`src/rtl/sigmoid_pkg.sv`:
```
// Shared constants and types for the piecewise-linear sigmoid stream.
// All breakpoints/offsets are derived from FRAC so the datapath scales with
// the fixed-point format. Optional tanh mode: define SIGMOID_TANH_EN.
package sigmoid_pkg;

  typedef enum logic [1:0] {SEG_LIN0, SEG_LIN1, SEG_LIN2, SEG_SAT} seg_t;

  localparam int STAGES = 3;

  // 1.0
  function automatic int one_fx(input int frac);
    return 1 << frac;
  endfunction

  // Breakpoint 5.0: saturation
  function automatic int brk_sat(input int frac);
    return 5 << frac;
  endfunction

  // Breakpoint 2.375 = 19/8
  function automatic int brk_lin2(input int frac);
    return 19 << (frac - 3);
  endfunction

  // Breakpoint 1.0
  function automatic int brk_lin1(input int frac);
    return 1 << frac;
  endfunction

  // Offset 0.84375 = 27/32 (needs FRAC >= 5)
  function automatic int ofs_lin2(input int frac);
    return 27 << (frac - 5);
  endfunction

  // Offset 0.625 = 5/8
  function automatic int ofs_lin1(input int frac);
    return 5 << (frac - 3);
  endfunction

  // Offset 0.5
  function automatic int ofs_lin0(input int frac);
    return 1 << (frac - 1);
  endfunction

endpackage

```
`src/rtl/sigmoid_lane.sv`:
```
// One lane of the sigmoid datapath: S1 |x| + segment, S2 shift-add,
// S3 reflection/clamp + output register. Enables come from shared control.
// With SIGMOID_TANH_EN, a mode bit selects 2*sigma(2x)-1.
module sigmoid_lane
  import sigmoid_pkg::*;
#(
  parameter int WIDTH = 16,
  parameter int FRAC  = 12
) (
  input  logic             clk,
  input  logic             rst,
  input  logic             en1,
  input  logic             en2,
  input  logic             en3,
`ifdef SIGMOID_TANH_EN
  input  logic             mode,
`endif
  input  logic [WIDTH-1:0] x,
  output logic [WIDTH-1:0] y
);

  // AW: one guard bit so |most-negative| and 2x never wrap
  localparam int AW = WIDTH + 1;
  localparam int YW = FRAC + 1;
  localparam int OW = WIDTH + 2;

  localparam logic [AW-1:0] BRK_SAT  = AW'(brk_sat(FRAC));
  localparam logic [AW-1:0] BRK_LIN2 = AW'(brk_lin2(FRAC));
  localparam logic [AW-1:0] BRK_LIN1 = AW'(brk_lin1(FRAC));
  localparam logic [AW-1:0] OFS2_A   = AW'(ofs_lin2(FRAC));
  localparam logic [AW-1:0] OFS1_A   = AW'(ofs_lin1(FRAC));
  localparam logic [AW-1:0] OFS0_A   = AW'(ofs_lin0(FRAC));
  localparam logic [YW-1:0] ONE_Y    = YW'(one_fx(FRAC));
  localparam logic signed [OW-1:0] ONE_O = OW'(one_fx(FRAC));

  logic signed [AW-1:0] xe;
  logic [AW-1:0]        mag;
  seg_t                 seg;
  logic [YW-1:0]        ysum;
  logic signed [OW-1:0] ye, sv, rv;

  logic [AW-1:0]    a1_d, a1_q;
  logic             neg1_d, neg1_q;
  seg_t             seg1_d, seg1_q;
  logic [YW-1:0]    y2_d, y2_q;
  logic             neg2_d, neg2_q;
  logic [WIDTH-1:0] y3_d, y3_q;
`ifdef SIGMOID_TANH_EN
  logic             mode1_d, mode1_q;
  logic             mode2_d, mode2_q;
`endif

  // S1: magnitude with guard bit and segment classification
  always_comb begin
    xe = $signed({x[WIDTH-1], x});
`ifdef SIGMOID_TANH_EN
    if (mode) xe = $signed({x, 1'b0});
`endif
    mag = xe[AW-1] ? $unsigned(-xe) : $unsigned(xe);
    if (mag >= BRK_SAT)       seg = SEG_SAT;
    else if (mag >= BRK_LIN2) seg = SEG_LIN2;
    else if (mag >= BRK_LIN1) seg = SEG_LIN1;
    else                      seg = SEG_LIN0;
    a1_d   = en1 ? mag : a1_q;
    neg1_d = en1 ? xe[AW-1] : neg1_q;
    seg1_d = en1 ? seg : seg1_q;
`ifdef SIGMOID_TANH_EN
    mode1_d = en1 ? mode : mode1_q;
`endif
  end

  // S2: shift-add per segment; shifts truncate since a is non-negative
  always_comb begin
    ysum = ONE_Y;
    case (seg1_q)
      SEG_LIN0: ysum = YW'((a1_q >> 2) + OFS0_A);
      SEG_LIN1: ysum = YW'((a1_q >> 3) + OFS1_A);
      SEG_LIN2: ysum = YW'((a1_q >> 5) + OFS2_A);
      default:  ysum = ONE_Y;
    endcase
    y2_d   = en2 ? ysum : y2_q;
    neg2_d = en2 ? neg1_q : neg2_q;
`ifdef SIGMOID_TANH_EN
    mode2_d = en2 ? mode1_q : mode2_q;
`endif
  end

  // S3: reflect negatives about 0.5, clamp to [0, 1.0], optional tanh map
  always_comb begin
    ye = $signed(OW'(y2_q));
    sv = neg2_q ? ONE_O - ye : ye;
    if (sv < 0)          sv = '0;
    else if (sv > ONE_O) sv = ONE_O;
    rv = sv;
`ifdef SIGMOID_TANH_EN
    if (mode2_q) rv = (sv <<< 1) - ONE_O;
`endif
    y3_d = en3 ? WIDTH'(rv) : y3_q;
  end

  // Stage registers
  always_ff @(posedge clk or posedge rst) begin
    if (rst) begin
      a1_q   <= '0;
      neg1_q <= 1'b0;
      seg1_q <= SEG_LIN0;
      y2_q   <= '0;
      neg2_q <= 1'b0;
      y3_q   <= '0;
`ifdef SIGMOID_TANH_EN
      mode1_q <= 1'b0;
      mode2_q <= 1'b0;
`endif
    end else begin
      a1_q   <= a1_d;
      neg1_q <= neg1_d;
      seg1_q <= seg1_d;
      y2_q   <= y2_d;
      neg2_q <= neg2_d;
      y3_q   <= y3_d;
`ifdef SIGMOID_TANH_EN
      mode1_q <= mode1_d;
      mode2_q <= mode2_d;
`endif
    end
  end

  assign y = y3_q;

endmodule

```
`src/rtl/sigmoid_stream.sv`:
```
// Streaming piecewise-linear sigmoid, LANES lanes sharing one valid/ready
// handshake, 3-stage elastic pipeline with bubble collapsing.
// Optional tanh mode port: define SIGMOID_TANH_EN.
module sigmoid_stream
  import sigmoid_pkg::*;
#(
  parameter int WIDTH = 16,
  parameter int FRAC  = 12,
  parameter int LANES = 1
) (
  input  logic                   clk,
  input  logic                   rst,
  input  logic                   in_valid,
  output logic                   in_ready,
  input  logic [LANES*WIDTH-1:0] in_data,
`ifdef SIGMOID_TANH_EN
  input  logic                   mode,
`endif
  output logic                   out_valid,
  input  logic                   out_ready,
  output logic [LANES*WIDTH-1:0] out_data
);

  if (FRAC < 5 || WIDTH - FRAC < 4) begin : g_cfg_err
    $error("sigmoid_stream: need FRAC >= 5 and WIDTH-FRAC >= 4");
  end

  logic [STAGES:1] vld_d, vld_q, ld, en;

  // Shared control: a stage loads when empty or its successor moves on
  always_comb begin
    ld = '0;
    ld[STAGES] = ~vld_q[STAGES] | out_ready;
    for (int s = STAGES - 1; s >= 1; s--) ld[s] = ~vld_q[s] | ld[s+1];
    in_ready = ld[1] & ~rst;
    en = '0;
    en[1] = in_valid & in_ready;
    for (int s = 2; s <= STAGES; s++) en[s] = ld[s] & vld_q[s-1];
    vld_d = vld_q;
    if (ld[1]) vld_d[1] = en[1];
    for (int s = 2; s <= STAGES; s++) if (ld[s]) vld_d[s] = vld_q[s-1];
  end

  // Valid shift register
  always_ff @(posedge clk or posedge rst) begin
    if (rst) vld_q <= '0;
    else     vld_q <= vld_d;
  end

  assign out_valid = vld_q[STAGES];

  for (genvar k = 0; k < LANES; k++) begin : g_lane
    sigmoid_lane #(
      .WIDTH (WIDTH),
      .FRAC  (FRAC)
    ) u_lane (
      .clk  (clk),
      .rst  (rst),
      .en1  (en[1]),
      .en2  (en[2]),
      .en3  (en[3]),
`ifdef SIGMOID_TANH_EN
      .mode (mode),
`endif
      .x    (in_data[k*WIDTH +: WIDTH]),
      .y    (out_data[k*WIDTH +: WIDTH])
    );
  end

endmodule

```
`config.mk`:
```
export PLATFORM = sky130hd
export DESIGN_NAME = sigmoid_stream
export DESIGN_NICKNAME = d
export VERILOG_FILES = /design/src/rtl/sigmoid_pkg.sv /design/src/rtl/sigmoid_lane.sv /design/src/rtl/sigmoid_stream.sv
export SDC_FILE = /design/constraint.sdc
export NUM_CORES = 1
export LEC_CHECK = 0
export ABC_AREA = 1
export CAP_MARGIN = 15
export CORE_ASPECT_RATIO = 0.8
export CORE_MARGIN = 2
export CORE_UTILIZATION = 45
export CTS_CLUSTER_DIAMETER = 30
export CTS_CLUSTER_SIZE = 10
export DETAILED_ROUTE_END_ITERATION = 7
export GPL_TIMING_DRIVEN = 0
export PLACE_DENSITY = 0.68
export SYNTH_ARGS = -nofsm -noshare
export SYNTH_HDL_FRONTEND = slang
export SYNTH_SLANG_ARGS = --single-unit
```
`constraint.sdc`:
```
create_clock -name clk -period 2.15 [get_ports clk]
set_input_delay 0.215 -clock clk [delete_from_list [all_inputs] [get_ports clk]]
set_output_delay 0.215 -clock clk [all_outputs]
set_load 0.05 [all_outputs]
```
==> results.toml <==
[run_status]
outcome = "completed"

[setup_path]
crit_type = "reg2reg"
crit_arrival_ns = 2.12
worstPathRequired_ns = 2.35
startpoint_type = "flop"
endpoint_kind = "flop"
critPathMaxFanout = 10

[synth]
synth_area_sq_um = 3090
yosys_warnings = 0
synth.avg_cell_area_sq_um = 7.03
syn_inst = 440
ys_types = 39
ys_ff_latch = 48
ys_seq_area_share_pct = 38.8

[pwr]
p_leak_nw = 1.83
power.total_mw = 3.79
vdd_drop_max_mv = 0.511
p_per_area_nw_per_um2 = 1020

[cts]
htree_levels = 2
cts_root_buf = "clkbuf_8"
cts.reportedPaths.clkPinSlew_ns = 0.09
clk-insertion-delay-late_ns = 0.30
cts_tree = "done"
cts.sinks = 48
clockBufferDepth = 2
numCtsBuffers = 5

[routing]
firstDrtPassIters = 4
drt_iter0_markers = 192
via_per_inst = 5.03
finalWirelength_mm = 7.01
ant_nets = 0
wl_per_cell_um = 12.2
drc = 0
vias = 2890

[sta]
period_share_pct = 89.0
fmax_mhz = 522
finClkSkew_ns = 0.0101
hold_viol_final = 0
fin_crit_ns = 1.91
tightest_slew_ns = 0.632
slew_viol_final = 0
rsz0062_at_grt = "no"
setup-violations-final = 0
setup_ws_ns = 0.236
fin_tns_setup_ns = 0
relSlewSlack_pct = 57.6

[die]
die-width_um = 96.7
io_pins = 38
rows = 27
die-area_sq_um = 7560
die_h_um = 78.2
core-area_sq_um = 6760
start_util_pct = 45.8

[global_route]
overflow = 0
grt.total_usage_pct = 20.1
antenna_found_initial = 0
grt_pass1_vias = 2897
grt_pass1_wl_mm = 12.7
grt_start_max_net_pins = 25

[placement]
place_congestion = 0.853
portBuffers = 34
dp_cells = 563
pre_cts_ws_ns = -0.828
dp_hpwl_mm = 5.19

[finish]
drive_gt1_share_pct = 11.1
num-nets-final = 514
final_cell_count_no_fill = 574
nFillCells = 671
syn_to_final_growth_pct = 20.1
n_antenna_cell = 0

[min_path]
hp-class = "in2async"

[run]
maxCapViolCount = 0
final timing paths:
check,startpoint,endpoint,slack [ns],depth (start not counted)
max in group asynchronous,rst,g_lane[0].u_lane.y2_q[11],1.23,3
min in group clk,g_lane[0].u_lane.y[9],g_lane[0].u_lane.y[9],0.49,2
worst min-delay path,rst,g_lane[0].u_lane.a1_q[9],0.47,2
worst min register to register,g_lane[0].u_lane.y[9],g_lane[0].u_lane.y[9],0.49,2
worst max-delay path,g_lane[0].u_lane.y2_q[0],g_lane[0].u_lane.y[4],0.24,13
worst max register to register,g_lane[0].u_lane.y2_q[0],g_lane[0].u_lane.y[4],0.24,13
layout by cell type, fill, tap and decap left out, types with 3 or more instances in the layout:
cell	Yosys	layout
nand2_1	153	153
conb_1	1	3
o221ai_1	4	4
inv_2	4	5
xor2_1	10	10
clkdlybuf4s50_1	0	33
o21ai_0	35	35
dfrtp_1	48	48
o21ai_1	3	3
nor2_1	34	34
a21oi_1	5	5
buf_4	5	6
nand2_2	9	9
nor2_2	9	9
o211ai_1	5	5
nor3_1	3	3
clkbuf_1	3	3
buf_2	4	4
nand3_1	24	24
inv_1	47	45
clkbuf_8	0	5
ha_1	7	7
nand3b_1	3	3
synthesized netlist by cell type:
| library cell | number | area [sq um] |
|---|---|---|
| or2_1 | 1 | 6.26 |
| xor2_1 | 10 | 87.6 |
| nand2_2 | 9 | 56.3 |
| nand2_1 | 153 | 574 |
| o221ai_1 | 4 | 35.0 |
| nand3_2 | 2 | 20.0 |
| a21boi_1 | 1 | 7.51 |
| o21ai_1 | 3 | 15.0 |
| nor3_1 | 3 | 15.0 |
| a221oi_1 | 1 | 8.76 |
| clkinv_1 | 2 | 7.51 |
| o31ai_1 | 1 | 7.51 |
| o211ai_2 | 1 | 12.5 |
| o21ai_0 | 35 | 175 |
| clkbuf_1 | 3 | 11.3 |
| conb_1 | 1 | 3.75 |
| nor2_1 | 34 | 128 |
| o211ai_1 | 5 | 37.5 |
| dfrtp_1 | 48 | 1200 |
| ha_1 | 7 | 87.6 |
| nor2_4 | 1 | 11.3 |
| o22ai_1 | 1 | 6.26 |
| or2_2 | 2 | 12.5 |
| nor2_2 | 9 | 56.3 |
| nand3_1 | 24 | 120 |
| buf_6 | 2 | 22.5 |
| xnor2_1 | 2 | 17.5 |
| inv_2 | 4 | 15.0 |
| nand4_1 | 2 | 12.5 |
| a21oi_1 | 5 | 25.0 |
| nand3b_1 | 3 | 22.5 |
| o21ai_2 | 1 | 8.76 |
| nor3_2 | 1 | 10.0 |
| o2111ai_1 | 1 | 8.76 |
| buf_4 | 5 | 37.5 |
| nor3b_1 | 1 | 7.51 |
| inv_1 | 47 | 176 |
| a31oi_1 | 1 | 6.26 |
| buf_2 | 4 | 20.0 |
metrics by stage:
stage                     hold slack [ns]  cell area (sq um)  util [%]
after floorplan                     0.249               3110         -
after global placement              0.464               3550      52.6
after detailed placement            0.468               3550      52.6
after CTS                           0.489               3700      54.8
after global routing                0.498               3710      55.0
final                               0.468               3710      55.0
sequential cells by signal (all words and copies together), names as in the netlist:
signal                flops
g_lane.u_lane.a1_q       15
g_lane.u_lane.y          13
vld_q                     3
g_lane.u_lane.neg1_q      1
g_lane.u_lane.y2_q       13
g_lane.u_lane.neg2_q      1
g_lane.u_lane.seg1_q      2
critical path: stages (launching register included):
cell	delay (ns)
dfrtp_1	0.38
inv_2	0.11
ha_1	0.21
nand2_2	0.09
nor2_4	0.15
nand2_2	0.08
nor2_1	0.14
xor2_1	0.16
nand2_1	0.10
clkinv_1	0.07
nand2_2	0.06
buf_6	0.14
nand2_1	0.06
nand2_1	0.05
repair_timing:
item                       4_1_cts  5_1_grt
gates cloned                     2        0
buffers inserted                 1        0
hold endpoints to repair         0        0
resized for setup                1        1
setup endpoints to repair       20       10
pin swaps                        0        0
hold buffers                     0        0
where the power goes:
part,total [mW],internal (mW),leakage [nW],switching (mW)
Clock,0.765,0.458,0.0642,0.307
Sequential,1.28,1.12,0.616,0.165
Combinational,1.75,0.609,1.15,1.14
layout make-up:
type                            count  area (sq um)  share of cell area (%)
Sequential cell                    48          1200                    32.3
Multi-Input combinational cell    327          1610                    43.3
Clock inverter                      2          60.1                    1.62
Timing Repair inverter              2          10.0                   0.269
Buffer                             14          91.3                    2.46
Clock buffer                        5          68.8                    1.85
Inverter                           53           203                    5.46
Timing Repair Buffer               36           362                    9.73
Tap cell                           87           109                    2.93
layer usage:
| layer | global-route usage [%] | vias up | routed length, um |
|---|---|---|---|
| met3 | 3.38 | 7 | 270 |
| met5 | 0 | - | 0 |
| met4 | 4.79 | 0 | 63 |
| met2 | 32.0 | 45 | 2970 |
| li1 | - | 1474 | - |
| met1 | 28.8 | 1364 | 3700 |
cells by family (layout without fill, tap and decap cells):
group / after synthesis / in the layout / synth area share, %
flip-flops: 48 / 48 / 38.8
buffers and inverters: 67 / 112 / 9.38
XOR/XNOR: 12 / 12 / 3.40
adder cells (fa/ha/maj): 7 / 7 / 2.83
AND/OR/NAND/NOR: 245 / 245 / 34.0
AO/OA/AOI/OAI: 60 / 60 / 11.4
other: 1 / 3 / 0.121
Note: power is estimated with default switching activity, not from simulation.
